[config.mk]
export PLATFORM = sky130hd
export DESIGN_NAME = secded_decode_engine_flat
export DESIGN_NICKNAME = d
export VERILOG_FILES = /design/src/rtl/secded_decode_engine_if.sv /design/src/rtl/secded_decode_engine.sv /design/src/flat_wrapper.sv
export SDC_FILE = /design/constraint.sdc
export NUM_CORES = 1
export LEC_CHECK = 0
export BUFFER_PORTS_ARGS = -buffer_cell sky130_fd_sc_hd__buf_2
export CAP_MARGIN = 20
export CORE_ASPECT_RATIO = 0.9
export CORE_MARGIN = 4
export CORE_UTILIZATION = 51
export DETAILED_ROUTE_END_ITERATION = 12
export PLACE_DENSITY = 0.85
export SLEW_MARGIN = 30
export SYNTH_ARGS = -nofsm -noshare
export SYNTH_HDL_FRONTEND = slang
export SYNTH_SLANG_ARGS = --single-unit
[constraint.sdc]
create_clock -name clk -period 2 [get_ports clk]
set_input_delay 0.3 -clock clk [delete_from_list [all_inputs] [get_ports clk]]
set_output_delay 0.3 -clock clk [all_outputs]
set_load 0.02 [all_outputs]
[src/rtl/secded_decode_engine_if.sv]
// secded_decode_engine_if: request/status and data-memory port bundle for the SECDED decode engine.
interface secded_decode_engine_if #(parameter int AW = 8);
  logic          req;
  logic          done;
  logic          busy;
  logic [AW-1:0] mem_addr;
  logic [7:0]    mem_rdata;
  logic          mem_we;
  logic [7:0]    mem_wdata;
  logic [7:0]    n_single;
  logic [7:0]    n_double;
  modport master (output req, mem_rdata,
                  input  done, busy, mem_addr, mem_we, mem_wdata, n_single, n_double);
  modport slave  (input  req, mem_rdata,
                  output done, busy, mem_addr, mem_we, mem_wdata, n_single, n_double);
endinterface

[src/rtl/secded_decode_engine.sv]
// secded_decode_engine: walks NUM_WORDS Hamming(16,11) words in memory, corrects/flags them, writes results back.
module secded_decode_engine #(
  parameter int NUM_WORDS = 15,
  parameter int SRC_BASE  = 30,
  parameter int DST_BASE  = 0,
  parameter int AW        = 8
) (
  input logic                  clk,
  input logic                  reset,
  secded_decode_engine_if.slave bus
);
  localparam int IW = (NUM_WORDS > 1) ? $clog2(NUM_WORDS) : 1;
  localparam logic [3:0] DPOS [11] = '{4'd3, 4'd5, 4'd6, 4'd7, 4'd9, 4'd10, 4'd11, 4'd12, 4'd13, 4'd14, 4'd15};
  typedef enum logic [2:0] {IDLE, RD_LO, RD_HI, WR_LO, WR_HI, DONE} state_e;
  state_e        state_q, state_d;
  logic [IW-1:0] idx_q, idx_d;
  logic [15:0]   w_q, w_d;
  logic [7:0]    ns_q, ns_d, nd_q, nd_d;
  logic          done_q, done_d;
  logic [3:0]    syn;
  logic          par, dbl;
  logic [10:0]   d;
  logic [15:0]   dec;
  logic [AW-1:0] src_a, dst_a, addr;
  logic          we;
  logic [7:0]    wdata;
  always_comb begin
    syn = '0;
    for (int k = 1; k < 16; k++) syn = syn ^ (w_q[k] ? 4'(k) : 4'd0);
    par = ^w_q;
    dbl = !par && syn != 4'd0;
    d = '0;
    for (int k = 0; k < 11; k++) d[k] = w_q[DPOS[k]] ^ (par && syn == DPOS[k]);
    dec = {par ? 5'b01000 : dbl ? 5'b10000 : 5'b00000, d};
  end
  assign src_a = AW'(SRC_BASE) + AW'({idx_q, 1'b0});
  assign dst_a = AW'(DST_BASE) + AW'({idx_q, 1'b0});
  always_comb begin
    state_d = state_q;
    idx_d   = idx_q;
    w_d     = w_q;
    ns_d    = ns_q;
    nd_d    = nd_q;
    done_d  = done_q;
    addr    = '0;
    we      = 1'b0;
    wdata   = '0;
    case (state_q)
      IDLE, DONE: if (bus.req) begin
        state_d = RD_LO;
        idx_d   = '0;
        ns_d    = '0;
        nd_d    = '0;
        done_d  = 1'b0;
      end
      RD_LO: begin
        addr       = src_a;
        w_d[7:0]   = bus.mem_rdata;
        state_d    = RD_HI;
      end
      RD_HI: begin
        addr       = src_a + AW'(1);
        w_d[15:8]  = bus.mem_rdata;
        state_d    = WR_LO;
      end
      WR_LO: begin
        addr    = dst_a;
        we      = 1'b1;
        wdata   = dec[7:0];
        ns_d    = (par && ns_q != 8'hFF) ? ns_q + 8'd1 : ns_q;
        nd_d    = (dbl && nd_q != 8'hFF) ? nd_q + 8'd1 : nd_q;
        state_d = WR_HI;
      end
      WR_HI: begin
        addr    = dst_a + AW'(1);
        we      = 1'b1;
        wdata   = dec[15:8];
        state_d = (idx_q == IW'(NUM_WORDS - 1)) ? DONE : RD_LO;
        done_d  = (idx_q == IW'(NUM_WORDS - 1));
        idx_d   = (idx_q == IW'(NUM_WORDS - 1)) ? idx_q : idx_q + IW'(1);
      end
      default: state_d = IDLE;
    endcase
  end
  always_ff @(posedge clk or posedge reset) begin
    if (reset) begin
      state_q <= IDLE;
      idx_q   <= '0;
      w_q     <= '0;
      ns_q    <= '0;
      nd_q    <= '0;
      done_q  <= 1'b0;
    end else begin
      state_q <= state_d;
      idx_q   <= idx_d;
      w_q     <= w_d;
      ns_q    <= ns_d;
      nd_q    <= nd_d;
      done_q  <= done_d;
    end
  end
  assign bus.done      = done_q;
  assign bus.busy      = !(state_q inside {IDLE, DONE});
  assign bus.mem_addr  = addr;
  assign bus.mem_we    = we;
  assign bus.mem_wdata = wdata;
  assign bus.n_single  = ns_q;
  assign bus.n_double  = nd_q;
endmodule

[src/flat_wrapper.sv]
// flat-port wrapper written by rule: the top's interface ports become plain ports
module secded_decode_engine_flat 
#(
  parameter int NUM_WORDS = 15,
  parameter int SRC_BASE  = 30,
  parameter int DST_BASE  = 0,
  parameter int AW        = 8
)
  (clk, reset, bus_req, bus_mem_rdata, bus_done, bus_busy, bus_mem_addr, bus_mem_we, bus_mem_wdata, bus_n_single, bus_n_double);
  secded_decode_engine_if #(.AW(AW)) bus_i ();
  input logic clk;
  input logic reset;
  input wire logic [$bits(bus_i.req)-1:0] bus_req;
  input wire logic [$bits(bus_i.mem_rdata)-1:0] bus_mem_rdata;
  output wire logic [$bits(bus_i.done)-1:0] bus_done;
  output wire logic [$bits(bus_i.busy)-1:0] bus_busy;
  output wire logic [$bits(bus_i.mem_addr)-1:0] bus_mem_addr;
  output wire logic [$bits(bus_i.mem_we)-1:0] bus_mem_we;
  output wire logic [$bits(bus_i.mem_wdata)-1:0] bus_mem_wdata;
  output wire logic [$bits(bus_i.n_single)-1:0] bus_n_single;
  output wire logic [$bits(bus_i.n_double)-1:0] bus_n_double;
  assign bus_i.req = bus_req;
  assign bus_i.mem_rdata = bus_mem_rdata;
  assign bus_done = bus_i.done;
  assign bus_busy = bus_i.busy;
  assign bus_mem_addr = bus_i.mem_addr;
  assign bus_mem_we = bus_i.mem_we;
  assign bus_mem_wdata = bus_i.mem_wdata;
  assign bus_n_single = bus_i.n_single;
  assign bus_n_double = bus_i.n_double;
  secded_decode_engine #(.NUM_WORDS(NUM_WORDS), .SRC_BASE(SRC_BASE), .DST_BASE(DST_BASE), .AW(AW)) u_core (.clk(clk), .reset(reset), .bus(bus_i));
endmodule
* Word-level counts from Yosys, hierarchy flattened
Index checks and enable logic that the tools add are counted.
** Operators by class
- Add/sub/neg operators :: 6
- Eq/ne operators :: 23
- Mux-type cells :: 33
- Bitwise operators :: 25
- Reduce and logical (&&, ||, !) cells :: 28
** Operator list (number)
- $xor A4 B4 Y4 :: 14
- $pmux W8 S2 :: 3
- $mux W4 :: 10
- $eq A4 B4 Y1 const B :: 8
- $pmux W8 S4 :: 1
- $add A8 B1 Y8 const B :: 3
- $mux W8 :: 3
- $mux W3 :: 6
- $ne A8 B8 Y1 const B :: 2
- $reduce_xor A16 Y1 :: 1
- $pmux W3 S5 :: 1
- $logic_and A1 B1 Y1 :: 14
- $eq A4 B3 Y1 const B :: 3
- $xor A1 B1 Y1 :: 11
- $mux W5 :: 2
- $reduce_and A3 Y1 :: 3
- $pmux W4 S2 :: 1
- $add A5 B1 Y6 const B :: 1
- $add A5 B5 Y6 const A :: 1
- $eq A3 B2 Y1 const B :: 2
- $eq A3 B3 Y1 const B :: 2
- $reduce_bool A2 Y1 :: 3
- $add A4 B1 Y4 const B :: 1
- $eq A4 B2 Y1 const B :: 1
- 11 further kinds :: 18
** Storage, ports and cells
- Flip-flop bits (word level) :: 40
- Input port bits :: 11
- Word-level logic and storage cells :: 122

* Depth between registers and ports, before layout
- Word-level depth :: 20
- Mapped depth :: 8
- Depth with buffers taken out :: 6

* Worst setup path before layout
No wires, ideal clock.
- Path kind :: flip-flop to output port
- From :: register u_core.w_q[3]
- To :: output port bus_mem_wdata[2]
- Arrival :: 2.114 ns
- Required time :: 1.700 ns
- Slack :: -0.414 ns
- Cell stages (with the launch flop) :: 8
- Cells stage by stage :: dfrtp_1 buf_6 xor2_1 xnor3_1 nor3_1 o22ai_1 xor2_1 o22ai_1
** Between the ends
- Word-level cells in the longest chain between the ends :: 18
- Elaborated cells between the ends (all ways) :: 22
- Those cells by class :: eq/ne: 2; mux: 2; bitwise: 15; reduce/logical: 3
** RTL lines
- start: declaration :: line secded_decode_engine.sv:17 : logic [15:0] w_q, w_d;
- start signal: assignment :: line secded_decode_engine.sv:96 : w_q <= w_d;
- $mux W2 :: line secded_decode_engine.sv:29 : for (int k = 1; k < 16; k++) syn = syn ^ (w_q[k] ? 4'(k) : 4'd0);
- $xor A4 B4 Y4 (13 in series) :: line secded_decode_engine.sv:29
- $eq A4 B4 Y1 or $eq A4 B3 Y1 (tied branches) :: line secded_decode_engine.sv:33 : for (int k = 0; k < 11; k++) d[k] = w_q[DPOS[k]] ^ (par && syn == DPOS[k]);
- $logic_and A1 B1 Y1 :: line secded_decode_engine.sv:33
- $xor A1 B1 Y1 :: line secded_decode_engine.sv:33
- $pmux W8 S2 * :: line secded_decode_engine.sv:48 : case (state_q)
- end: declaration :: line flat_wrapper.sv:19 : output wire logic [$bits(bus_i.mem_wdata)-1:0] bus_mem_wdata;
Every way passes the cells marked *; elsewhere a longest branch is shown, timed or not.

* Worst setup path after layout
- From :: register u_core.w_q[11]
- To :: output port bus_mem_wdata[2]
** Between the ends
- Word-level cells in the longest chain between the ends :: 10
- Elaborated cells between the ends (all ways) :: 14
- Those cells by class :: eq/ne: 2; mux: 2; bitwise: 7; reduce/logical: 3
** RTL lines (line)
- $mux W4 :: secded_decode_engine.sv:29
- $xor A4 B4 Y4 (5 in series) :: secded_decode_engine.sv:29
- $eq A4 B4 Y1 or $eq A4 B3 Y1 (tied branches) :: secded_decode_engine.sv:33
- $logic_and A1 B1 Y1 :: secded_decode_engine.sv:33
- $xor A1 B1 Y1 :: secded_decode_engine.sv:33
- $pmux W8 S2 * :: secded_decode_engine.sv:48
Marked as above.

==> results.py <==
metrics = {
    "cells_and_area": {
        "fillCellCount": 245,
        "drive_gt1_frac": 0.595,
        "syn_to_final_growth_pct": 61.0,
        "final-seq-area_mm2": 0.00102,
        "final_cell_mix": "54 x buf_4, 35 x buf_2, 28 x dfrtp_1, 23 x nand2_1, 16 x mux2_2",
        "n_antenna_cell": 0,
        "layout_commonest_cell": "buf_4",
        "multi_input_area_mm2": 0.00246,
        "final_nets": 400,
    },
    "yosys": {
        "ys_ff_latch": 40,
        "syn_area_mm2": 0.00280,
        "ys_seq_area_frac": 0.357,
        "synth_cell_types": 39,
        "syn_inst": 286,
        "yosys_warnings": 0,
        "synth.avg_cell_area_um2": 9.79,
    },
    "sta": {
        "hold_violations": 0,
        "drv_slew": 0,
        "period_share": 1.41,
        "relSlewSlack": 0.418,
        "fin_tns_setup_ps": -13610,
        "rsz0062_at_grt": "true",
        "fmax_mhz": 354,
        "clock_skew_ps": 13.4,
        "worst_slew_pin_slew_ps": 873,
        "layout_setup_ws_ps": -825,
        "period_needed_ps": 2820,
        "setup_viol": 24,
    },
    "die": {
        "die_w_um": 86.1,
        "die_area_mm2": 0.00674,
        "rows": 25,
        "initial_core_util": 0.530,
        "ioPinCount": 46,
        "coreArea_mm2": 0.00529,
        "die_y_um": 78.3,
    },
    "detailed_routing": {
        "drc": 0,
        "avgRoutedWirePerCell_um": 23.3,
        "vias_per_cell": 6.38,
        "drtIter0Drc": 191,
        "ant_nets": 0,
        "routed_wl_um": 10500,
        "dr.pass1.iters": 7,
        "num_vias": 2885,
    },
    "job": {
        "drv_cap": 0,
    },
    "critical_path": {
        "r2r_start": "u_core.w_q[14]$_DFFE_PP0N_",
        "path_max_fanout": 5,
        "worst-setup-path-type": "register to output port",
        "critical-path-slowest-cell": "xnor3_2",
        "critical_path.top_delay_family": "XOR/XNOR gates",
        "crit_buf_inv": 1,
        "worstPathRequired_ps": 1700,
        "crit_path_start": "u_core.w_q[11]$_DFFE_PP0N_",
        "path_cells": "xnor2_2, xnor3_2, nor3_4, o22ai_1, xor2_1, o22ai_2, buf_6",
        "setup.worst_path.end_class": "output port",
        "startpoint_type": "register",
        "arrival_ps": 2520,
        "max_stage_delay_ps": 590,
    },
    "global_routing": {
        "grt.met2_usage": 0.490,
        "grt_max_degree": 41,
        "overflow": 0,
        "use_met1": 0.399,
        "grt_pass1_vias": 2916,
        "grt_pass1_wl_um": 15800,
        "gr-usage-met3": 0.0682,
        "grt.total_usage": 0.308,
        "top_usage_layer": "met2",
        "antenna_found_initial": 0,
    },
    "clocking": {
        "cts_tree": "built",
        "cts_max_path_buffers": 2,
        "numClockSinks": 40,
        "htreeDepth": 2,
        "clk_latency_ps": 310,
        "cts_buffers": 5,
        "clockRootBuffer": "clkbuf_8",
        "clk_pin_slew_worst_paths_ps": 90,
    },
    "place": {
        "place_congestion": 0.984,
        "dpl.hpwl_um": 5470,
        "portBuffers": 43,
    },
    "outcome": {
        "violations": "setup timing",
        "status": "finished with violations",
    },
    "hold_path": {
        "worst_hold_path_type": "input pin to async pin",
    },
}
==> Yosys cell counts <==
cell | n | area share
nand3_2 | 1 | 0.0036
a21oi_1 | 5 | 0.0089
nand3_1 | 2 | 0.0036
dfrtp_1 | 40 | 0.36
buf_4 | 2 | 0.0054
nor3b_1 | 2 | 0.0054
a21o_1 | 1 | 0.0027
inv_1 | 10 | 0.013
o31ai_1 | 3 | 0.0080
nor2_1 | 14 | 0.019
nand2b_1 | 7 | 0.016
xnor3_1 | 4 | 0.032
o41ai_1 | 3 | 0.0094
nor3_1 | 14 | 0.025
xor2_1 | 18 | 0.056
conb_1 | 1 | 0.0013
or4b_1 | 1 | 0.0036
buf_2 | 2 | 0.0036
and2_1 | 3 | 0.0067
o21ai_0 | 5 | 0.0089
a31oi_1 | 3 | 0.0067
buf_6 | 3 | 0.012
xnor2_2 | 1 | 0.0058
nand2_1 | 25 | 0.034
a211oi_1 | 1 | 0.0027
o22ai_1 | 19 | 0.042
or4_1 | 1 | 0.0027
nor4_1 | 8 | 0.018
ha_1 | 5 | 0.022
xnor2_1 | 17 | 0.053
mux2_2 | 16 | 0.064
a41o_1 | 2 | 0.0071
and3_1 | 6 | 0.013
nand4_1 | 10 | 0.022
nor2b_1 | 1 | 0.0022
xor2_2 | 7 | 0.041
clkbuf_1 | 9 | 0.012
o311ai_0 | 3 | 0.0094
mux2i_1 | 11 | 0.039
==> path summary, 6_finish.rpt <==
path / slack (ps) / to / cells after the start
hold reg to reg: 540 / u_core.bus.done$_DFFE_PP0P_ / 2
hold / removal: 100 / u_core.bus.n_double[2]$_DFFE_PP0P_ / 3
min in group clk: 270 / u_core.w_q[3]$_DFFE_PP0P_ / 2
setup / recovery: -820 / bus_mem_wdata[2] / 7
max in group asynchronous: 1480 / u_core.w_q[11]$_DFFE_PP0N_ / 3
setup reg to reg: -560 / u_core.bus.n_double[0]$_DFFE_PP0P_ / 10
==> per-layer routing <==
layer,vias to the layer above,wire length [um]
li1,1218,-
met1,1441,4180
met2,182,5100
met3,44,825
met4,0,440
met5,-,0
==> area by class of cell <==
cell class | count | share of cell area
clock buffer | 6 | 0.0183
inverter | 10 | 0.00833
tap | 67 | 0.0186
sequential | 40 | 0.225
clock inverter | 2 | 0.00860
multi-input combinational | 221 | 0.546
timing repair buffer | 106 | 0.175
==> cell families after synthesis <==
| logic type | after synthesis | synth area share |
|---|---|---|
| flops | 40 | 0.357 |
| buf+inv | 26 | 0.0465 |
| xor+xnor | 47 | 0.188 |
| mux | 27 | 0.104 |
| fa+ha+maj | 5 | 0.0223 |
| other cells | 1 | 0.00134 |
| compound gates | 45 | 0.106 |
| simple gates | 95 | 0.174 |
==> sequential cells by signal, indices dropped and copies added (netlist names) <==
name and count:
u_core.bus.done 1, u_core.w_q 16, u_core.bus.n_double 8, u_core.idx_q 4
u_core.state_q 3, u_core.bus.n_single 8
==> metrics by stage <==
step	hold slack (ps)	area, um^2	setup WS [ps]	util	instances
after global placement	444	3690	-397	0.698	421
final	104	4510	-825	0.853	452
after detailed placement	450	3690	-429	0.698	421
after CTS	131	4360	-715	0.826	445
after floorplan	452	3150	-176	-	287
after global routing	149	4510	-920	0.853	452
==> tightest hold or removal path, stage by stage <==
cell	delay, ps
buf_2	90
inv_1	40
buf_4	440
==> repair_timing <==
action                                  in CTS  in global routing
pin swaps                                   40                 12
buffers inserted                            19                  8
resized for setup                           83                 24
endpoints found under the setup margin      29                 29
hold buffers                                 0                  0
Power is not shown: default switching activity piles up to over one toggle a cycle in this logic, so the estimate is an artifact.
